## src/rtl/ctl_score_bcd.sv

```systemverilog
// N-digit BCD score accumulator: digit-serial adder with a one-deep hit buffer,
// saturate or wrap on overflow, and a high-score register.
module ctl_score_bcd #(
   parameter int DIGITS   = 4,
   parameter bit SATURATE = 1'b1
) (
   input  logic                clk,
   input  logic                rst,
   input  logic                reset_score,
   input  logic                hit,
   input  logic [3:0]          points,
   output logic [4*DIGITS-1:0] score_bcd,
   output logic [4*DIGITS-1:0] high_bcd,
   output logic                busy,
   output logic                new_high,
   output logic                overflow,
   output logic                hit_dropped
);

   localparam int W  = 4 * DIGITS;
   localparam int IW = $clog2(DIGITS);
   localparam logic [IW-1:0] LAST_IDX  = IW'(DIGITS - 1);
   localparam logic [W-1:0]  ALL_NINES = {DIGITS{4'h9}};

   typedef enum logic [1:0] {
      S_IDLE,
      S_ADD,
      S_COMMIT
   } state_t;

   state_t        state;
   state_t        state_nxt;

   logic [W-1:0]  work;
   logic [3:0]    addend;
   logic [IW-1:0] idx;
   logic          carry;
   logic          pend_valid;
   logic [3:0]    pend_pts;

   logic [3:0]    clamped;
   logic [3:0]    cur_digit;
   logic [4:0]    digit_sum;
   logic [3:0]    digit_nxt;
   logic [W-1:0]  commit_val;

   assign busy = (state != S_IDLE);

   // NOTE: every signal written in an always_comb gets a default first, so no path can infer a latch.
   always_comb begin
      clamped    = (points > 4'd9) ? 4'd9 : points;
      cur_digit  = work[{idx, 2'b00} +: 4];
      digit_sum  = 5'(cur_digit) + 5'((idx == '0) ? addend : 4'd0) + 5'(carry);
      digit_nxt  = (digit_sum > 5'd9) ? 4'(digit_sum - 5'd10) : digit_sum[3:0];
      commit_val = (carry && SATURATE) ? ALL_NINES : work;
   end

   always_comb begin
      state_nxt = state;
      case (state)
         S_IDLE:   if (hit || pend_valid) state_nxt = S_ADD;
         S_ADD:    if (idx == LAST_IDX) state_nxt = S_COMMIT;
         S_COMMIT: state_nxt = S_IDLE;
         default:  state_nxt = S_IDLE;
      endcase
      if (reset_score) state_nxt = S_IDLE;
   end

   // NOTE: sequential state uses non-blocking assignments so every flop samples pre-edge values.
   always_ff @(posedge clk or posedge rst) begin
      if (rst) state <= S_IDLE;
      else     state <= state_nxt;
   end

   always_ff @(posedge clk or posedge rst) begin
      if (rst) begin
         work        <= '0;
         addend      <= '0;
         idx         <= '0;
         carry       <= 1'b0;
         pend_valid  <= 1'b0;
         pend_pts    <= '0;
         score_bcd   <= '0;
         high_bcd    <= '0;
         new_high    <= 1'b0;
         overflow    <= 1'b0;
         hit_dropped <= 1'b0;
      end else if (reset_score) begin
         // In-flight work is simply abandoned; the next start reloads it.
         score_bcd   <= '0;
         overflow    <= 1'b0;
         pend_valid  <= 1'b0;
         new_high    <= 1'b0;
         hit_dropped <= 1'b0;
      end else begin
         new_high    <= 1'b0;
         hit_dropped <= 1'b0;
         case (state)
            S_IDLE: begin
               if (pend_valid || hit) begin
                  addend <= pend_valid ? pend_pts : clamped;
                  work   <= score_bcd;
                  idx    <= '0;
                  carry  <= 1'b0;
               end
               // A hit landing on the cycle the buffer drains refills it.
               if (pend_valid) begin
                  pend_valid <= hit;
                  pend_pts   <= clamped;
               end
            end
            S_ADD: begin
               work[{idx, 2'b00} +: 4] <= digit_nxt;
               carry                   <= (digit_sum > 5'd9);
               idx                     <= idx + IW'(1);
            end
            S_COMMIT: begin
               score_bcd <= commit_val;
               if (carry) overflow <= 1'b1;
               if (commit_val > high_bcd) begin
                  high_bcd <= commit_val;
                  new_high <= 1'b1;
               end
            end
            default: ;
         endcase
         if (busy && hit) begin
            if (pend_valid) begin
               hit_dropped <= 1'b1;
            end else begin
               pend_valid <= 1'b1;
               pend_pts   <= clamped;
            end
         end
      end
   end

endmodule
```

## config.mk

```make
export PLATFORM = sky130hd
export DESIGN_NAME = ctl_score_bcd
export DESIGN_NICKNAME = d
export VERILOG_FILES = /design/src/rtl/ctl_score_bcd.sv
export SDC_FILE = /design/constraint.sdc
export NUM_CORES = 1
export LEC_CHECK = 0
export CORE_UTILIZATION = 50
export CTS_CLUSTER_SIZE = 20
export DETAILED_ROUTE_END_ITERATION = 7
export PLACE_DENSITY = 0.78
export SYNTH_ARGS = -nofsm -noshare
export SYNTH_HDL_FRONTEND = slang
export SYNTH_SLANG_ARGS = --single-unit
```

## constraint.sdc

```tcl
create_clock -name clk -period 7.75 [get_ports clk]
set_input_delay 1.55 -clock clk [delete_from_list [all_inputs] [get_ports clk]]
set_output_delay 1.55 -clock clk [all_outputs]
set_load 0.02 [all_outputs]
```

# Word level (Yosys, flattened, before mapping)
# Cells that the tools add are included.
[word_totals] output_inout_bits=36 regBits=65 word_cells=79
[classes] bitwise_logic=1 n_eq_ne=6 shifts=3 order_cmp=3 reduce_logical=13 add_sub_neg=5 mux=36
[ops] op="$mux W16" count=4
[ops] op="$mux W4" count=8
[ops] op="$pmux W16 S2" count=1
[ops] op="$bwmux W16" count=1
[ops] op="$gt A16 B16 Y1" count=1
[ops] op="$shift A4 B6 Y16 const A" count=1
[ops] op="$shiftx A16 B5 Y4" count=1
[ops] op="$shiftx A4 B6 Y16" count=1
[ops] op="$mux W1" count=15
[ops] op="$reduce_and A3 Y1" count=3
[ops] op="$mux W2" count=4
[ops] op="$pmux W2 S2" count=2
[ops] op="$reduce_bool A2 Y1" count=4
[ops] op="$ne A3 B3 Y1 const B" count=2
[ops] op="$neg A4 Y6" count=1
[ops] op="$add A4 B4 Y5" count=1
[ops] op="$add A5 B1 Y5" count=1
[ops] op="$gt A5 B4 Y1 const B" count=1
[ops] op="$eq A2 B2 Y1 const B" count=2
[ops] op="$gt A4 B4 Y1 const B" count=1
[ops] op="$logic_not A2 Y1" count=2
[ops] op="$reduce_and A2 Y1" count=2
[ops] op="$sub A4 B4 Y4 const B" count=1
[ops] op="$add A2 B1 Y2 const B" count=1
[ops] op="6 further kinds" count=6

# Longest topological paths before layout
# Gate-level depths: netlist (run 1).
[depth] word_depth=9 depth_mapped=14

# Worst setup path after synthesis (run 1)
# OpenSTA, ideal clock, no wires.
[synth_timing] kind="register to register" start="register idx[0]" end="register work[10]" n_path_buf=1 path_slack_ns=4.408 stages_incl_launch_ff=13 arrival_ns=3.246 t_required_ns=7.654 period_less_slack_ns=3.342 cell_sequence="dfrtp_1 clkbuf_1 mux4_2 inv_1 fa_1 inv_1 fa_1 xnor2_1 ha_1 a22o_1 o21ai_1 mux2_2 o31ai_1"
[synth_via] elab_chain_cells=9
[synth_lines] item="start, declared" line="36" rtl="logic [IW-1:0] idx;"
[synth_lines] item="start signal, assigned" line="115" rtl="idx <= idx + IW'(1);"
[synth_lines] item="branches (longest 7 deep; another with $add A4 B4 Y5)"
[synth_lines] item="$bwmux W16 (*)" line="113" rtl="work[{idx, 2'b00} +: 4] <= digit_nxt;"
[synth_lines] item="$pmux W16 S2 (*)" line="98" rtl="case (state)"
[synth_lines] item="end signal, assigned" line="102" rtl="work <= score_bcd;"
[synth_lines] item="end signal, assigned by index" line="113"
[synth_lines] item="end, declared" line="34" rtl="logic [W-1:0] work;"
# Mark *: on every way between the ends.
# A chain may end at the register's enable or synchronous reset.

# Final worst setup path (run 1)
[layout_timing] start="register idx[0]" end="register work[13]"
# Same word-level chain as after synthesis.

==> results.yml, run 1 <==
outcome:
  status: "finished, final reports clean"
worst_setup_path:
  cp_max_fo: 9
  startpoint_type: "flip-flop"
  reg2regPathDepth: 12
  critical_path_class: "flip-flop to flip-flop"
  worstPathArrival_ns: 3.87
  cp_data_required_time_ns: 7.96
  crit_cells: 12
  endpoint_kind: "flip-flop"
  cpPeakStageDelay_ns: 0.58
  crit_buf_inv: 2
  crit_slowest_cell: "dfrtp_1"
  path_cells: "mux4_2, inv_1, fa_1, inv_1, fa_1, xnor2_1, ha_1, a22o_1, nor3_1, nor3_1, o31a_1, o21ai_1"
  path_delay_family: "adder cells"
power_and_ir_drop:
  clkPwrFrac_pct: 25.4
  irDropWorstVdd_v: 0.000113
  p_seq_share_pct: 37.6
  comb_power_share_pct: 36.9
  sw_frac_of_total_pct: 37.6
  p_int_uw: 685
  power_mw: 1.10
  power_density_mw_per_mm2: 252
  leakage_nw: 1.95
  p_sw_uw: 412
detailed_routing:
  route.vias.total: 2772
  ant_nets: 0
  drtIter0Drc: 125
  routed_wl_um: 7940
  wl_per_cell_um: 15.9
  drc: 0
  firstDrtPassIters: 4
  vias_per_cell: 5.57
final_layout:
  multi_input_area_mm2: 0.00185
  post-route-cell-area_mm2: 0.00435
  final_common_cell: "dfrtp_1"
  drive_above_1_share_pct: 12.4
  n_fill_cell: 590
  area_growth_pct: 19.2
  antenna_cells: 0
  num-nets-final: 432
  final_cell_mix: "dfrtp_1, clkdlybuf4s50_1, inv_1, nand2_1, a21oi_1"
  register_area_mm2: 0.00163
clock_tree:
  postCtsHoldBufs: 0
  cts_made_buffers: 9
  clk_latency_ns: 0.35
  htreeDepth: 3
  post_cts_resized: 0
  cts_setup_buffers: 0
  cts_tree: "done"
  cts-root-buf: "clkbuf_8"
  path_clk_slew_ns: 0.07
  clkSinkCount: 65
  clockBufferDepth: 2
timing:
  setup_slack_ns: 4.09
  slew_headroom_pct: 23.4
  fmax_mhz: 273
  setup_viol: 0
  post-route-period-util_pct: 47.3
  drv_slew: 0
  tns_ns: 0
  fin_crit_ns: 3.66
  final_hold_viol_count: 0
  tightestPinTransition_ns: 1.15
  rsz0062_at_grt: "no"
  skew_ns: 0.00622
global_route:
  overflow: 0
  met1_usage_pct: 31.2
  grt_pass1_vias: 2628
  grt_pass1_wl_um: 13100
  use_met3_pct: 4.64
  top_usage_layer: "met2"
  grtUsageMet2_pct: 35.9
  grt_use_total_pct: 23.0
  grt_max_degree: 66
  antenna_found_initial: 0
synth:
  synthesis.nets: 387
  synth_cell_type_count: 40
  ys_seq_area_share_pct: 44.6
  yosysWarnings: 0
  synth_cells: 352
  synth_area_per_cell_um2: 10.4
  syn-cell-area_mm2: 0.00365
  synth_edf_count: 0
  ys_ff_latch: 65
  synthFlopType: "dfrtp_1"
  ys_async_sr_fraction_pct: 100
flow_run:
  cap_viol_max_count: 0
hold_path:
  min_delay_path_depth: 2
  hold_class: "flip-flop to flip-flop"
floorplan:
  core_mm2: 0.00691
  die_h_um: 87.4
  die_area_mm2: 0.00764
  core.rowCount: 30
  ios: 44
  die_x_um: 87.4
  start_util_pct: 52.8
placed_design:
  gp_congestion: 0.922
  placed_cell_area_mm2: 0.00416
  dp.final_hpwl_um: 5730
  port-buffer-count: 43
  post-place-ws_ns: 3.93
registers in the layout, summed over array words and instances (netlist names):
name / flops
high_bcd: 16
score_bcd: 16
work: 16
addend: 4
pend_pts: 4
idx: 2
state: 2
carry: 1
hit_dropped: 1
new_high: 1
overflow: 1
pend_valid: 1
through the flow:
step | hold slack (ns) | std cells | utilization (%)
3_5_place_dp | 0.465 | 482 | 60.2
3_3_place_gp | 0.458 | 482 | 60.2
5_1_grt | 0.526 | 498 | 62.9
4_1_cts | 0.481 | 498 | 62.9
6_report | 0.472 | 498 | 62.9
2_1_floorplan | 0.442 | 352 | -
cell usage after synthesis (5+ instances only):
library cell	number	area, µm²
nor2_1	17	63.8
o21ai_1	12	60.1
inv_1	34	128
o31a_1	5	43.8
o31ai_1	5	37.5
a22o_1	16	140
nand2_1	33	124
clkbuf_1	9	33.8
nor2b_1	13	81.3
mux2_2	13	146
dfrtp_1	65	1630
a21oi_1	26	130
mux2_4	8	120
o21ai_0	17	85.1
mux2i_1	5	50.1
ha_1	25	313
cell type report:
| class | count | share of cell area [%] |
|---|---|---|
| Clock inverter | 6 | 1.35 |
| Clock buffer | 10 | 2.94 |
| Timing Repair Buffer | 44 | 10.1 |
| Sequential cell | 65 | 37.4 |
| Multi-Input combinational cell | 243 | 42.5 |
| Inverter | 34 | 2.94 |
| Tap cell | 96 | 2.76 |
power by group through the flow:
stage	registers (mW)	clock network [mW]	logic (mW)
global placement	0.417	0	0.392
detailed placement	0.420	0	0.404
global route	0.418	0.300	0.452
finish	0.413	0.279	0.405
floorplan	0.414	0	0.293
CTS	0.413	0.284	0.406
path summary, 6_finish.rpt:
path / start / end / slack, ns
worst min-delay path: addend[3]$_DFFE_PP0P_ / addend[3]$_DFFE_PP0P_ / 0.47
worst min register to register: addend[3]$_DFFE_PP0P_ / addend[3]$_DFFE_PP0P_ / 0.47
worst max-delay path: idx[0]$_DFFE_PP0P_ / work[13]$_DFFE_PP0P_ / 4.09
min in group asynchronous: rst / overflow$_DFFE_PP0P_ / 1.74
worst max register to register: idx[0]$_DFFE_PP0P_ / work[13]$_DFFE_PP0P_ / 4.09
max in group asynchronous: rst / score_bcd[10]$_DFFE_PP0P_ / 5.47
kinds of logic (layout without fill, tap and decap cells):
logic type      count (synthesis)  count (layout)  share of synthesized area, %
flops                          65              65                          44.6
compound gates                 92              92                          16.8
buf+inv                        44              94                          4.73
fa+ha+maj                      27              27                          9.67
simple gates                   93              93                          12.8
xor+xnor                        1               1                         0.240
mux                            30              30                          11.1
routing by layer:
layer	vias to the layer above	wire (µm)
li1	1336	-
met1	1341	3650
met2	82	3670
met3	13	435
met4	0	178
met5	-	0
worst register-to-register path: stages (launching register included):
cell	delay, ns
dfrtp_1	0.58
mux4_2	0.55
inv_1	0.11
fa_1	0.19
inv_1	0.06
fa_1	0.40
xnor2_1	0.29
ha_1	0.24
a22o_1	0.19
nor3_1	0.08
nor3_1	0.55
o31a_1	0.22
o21ai_1	0.06
(Power assumes the default switching activity.)
==> inputs of run 2 (changes only) <==
--- a/config.mk
+++ b/config.mk
@@ -8,7 +8,7 @@
 export CORE_UTILIZATION = 50
 export CTS_CLUSTER_SIZE = 20
 export DETAILED_ROUTE_END_ITERATION = 7
-export PLACE_DENSITY = 0.78
+export PLACE_DENSITY = 0.81
 export SYNTH_ARGS = -nofsm -noshare
 export SYNTH_HDL_FRONTEND = slang
 export SYNTH_SLANG_ARGS = --single-unit
==> constraint.sdc (replaced) <==
create_clock -name clk -period 3.31 [get_ports clk]
set_input_delay 0.662 -clock clk [delete_from_list [all_inputs] [get_ports clk]]
set_output_delay 0.662 -clock clk [all_outputs]
set_load 0.02 [all_outputs]
==> results.yml, run 2 (synthesis results as in run 1) <==
outcome:
  status: "finished, final reports clean"
detailed_routing:
  route.vias.total: 2973
  routed_wl_um: 8780
  ant_nets: 0
  firstDrtPassIters: 5
  vias_per_cell: 5.89
  drtIter0Drc: 287
  wl_per_cell_um: 17.4
  drc: 0
timing:
  tns_ns: 0
  tightestPinTransition_ns: 1.30
  setup_slack_ns: 0.103
  drv_slew: 0
  setup_viol: 0
  skew_ns: 0.0110
  fin_crit_ns: 3.21
  final_hold_viol_count: 0
  post-route-period-util_pct: 96.9
  slew_headroom_pct: 13.1
  fmax_mhz: 312
final_layout:
  drive_above_1_share_pct: 17.1
  antenna_cells: 0
  final_util_pct: 64.9
  final_common_cell: "dfrtp_1"
  area_growth_pct: 23.0
  top_regs: "high_bcd (16), score_bcd (16), work (16)"
  final_cell_mix: "dfrtp_1, clkdlybuf4s50_1, nand2_1"
  num-nets-final: 439
clock_tree:
  clk_latency_ns: 0.36
  cts-root-buf: "clkbuf_8"
  post_cts_resized: 0
  clockBufferDepth: 2
  clkSinkCount: 65
  htreeDepth: 3
  postCtsHoldBufs: 0
  path_clk_slew_ns: 0.07
  cts_made_buffers: 9
  cts_setup_buffers: 0
  cts_tree: "done"
power_and_ir_drop:
  irDropWorstVdd_v: 0.000342
  leakage_nw: 2.01
  power_density_mw_per_mm2: 618
floorplan:
  start_util_pct: 52.8
  die_x_um: 87.4
  die_area_mm2: 0.00764
  ios: 44
  core_mm2: 0.00691
  core.rowCount: 30
  die_h_um: 87.4
placed_design:
  gp_congestion: 0.914
  post-place-ws_ns: 0.0489
  port-buffer-count: 43
  dp.final_hpwl_um: 6320
flow_run:
  cap_viol_max_count: 0
worst_setup_path:
  path_cells: "mux4_2, inv_2, fa_2, inv_1, fa_2, inv_1, ha_2, a22o_1, nor3_2, nor3_1, buf_4, o31a_1, o21ai_1"
  critical_path_class: "flip-flop to flip-flop"
  cp_max_fo: 4
  path_delay_family: "adder cells"
  cpPeakStageDelay_ns: 0.56
  crit_buf_inv: 4
  crit_slowest_cell: "fa_2"
  cp_data_required_time_ns: 3.59
  startpoint_type: "flip-flop"
  endpoint_kind: "flip-flop"
  worstPathArrival_ns: 3.49
global_route:
  grt_use_total_pct: 24.8
  met1_usage_pct: 34.1
  grt_pass1_vias: 2836
  antenna_found_initial: 0
  grtUsageMet2_pct: 37.4
  grt_pass1_wl_um: 14100
  grt_max_degree: 32
  use_met3_pct: 4.36
  overflow: 0
  top_usage_layer: "met2"
hold_path:
  hold_class: "flip-flop to flip-flop"
-- run 2: worst paths after layout --
kind / start / end / slack, ns / depth (start not counted)
max: idx[0]$_DFFE_PP0P_ / work[5]$_DFFE_PP0P_ / 0.10 / 13
min: addend[1]$_DFFE_PP0P_ / addend[1]$_DFFE_PP0P_ / 0.49 / 2
max reg2reg: idx[0]$_DFFE_PP0P_ / work[5]$_DFFE_PP0P_ / 0.10 / 13
min reg2reg: addend[1]$_DFFE_PP0P_ / addend[1]$_DFFE_PP0P_ / 0.49 / 2
max in group asynchronous: rst / carry$_DFFE_PP0P_ / 1.85 / 3
min in group asynchronous: rst / overflow$_DFFE_PP0P_ / 0.71 / 2
-- run 2: final cells by class --
cell class                 instances  area (µm²)
fill                             553        2420
multi-input combinational        243        1910
sequential                        65        1630
timing repair buffer              51         494
clock buffer                      12         155
inverter                          34         128
tap                               96         120
clock inverter                     4        51.3
-- run 2: power breakdown --
part           internal, mW  switching (mW)
combinational         0.466           0.661
clock                 0.389           0.313
sequential            0.878          0.0667
-- run 2: stage by stage --
stage | hold WS, ns | total power, mW | instances | instance area [µm²]
after detailed placement | 0.474 | 1.99 | 489 | 4210
after CTS | 0.488 | 2.69 | 505 | 4420
after global routing | 0.531 | 2.92 | 505 | 4480
after global placement | 0.468 | 1.95 | 489 | 4210
after floorplan | 0.442 | 1.66 | 352 | 3650
final | 0.488 | 2.77 | 505 | 4480
-- run 2: layer usage --
layer	wire length [µm]	part of all wire, %
met1	3750	43
met2	4140	47
met3	645	7.3
met4	243	2.8
met5	0	0
-- run 2: worst register-to-register path, stage by stage, from the launching register on --
cell and delay [ns]:
dfrtp_1 0.39, mux4_2 0.52, inv_2 0.08, fa_2 0.19, inv_1 0.05, fa_2 0.56
inv_1 0.05, ha_2 0.19, a22o_1 0.29, nor3_2 0.19, nor3_1 0.07, buf_4 0.15
o31a_1 0.27, o21ai_1 0.12
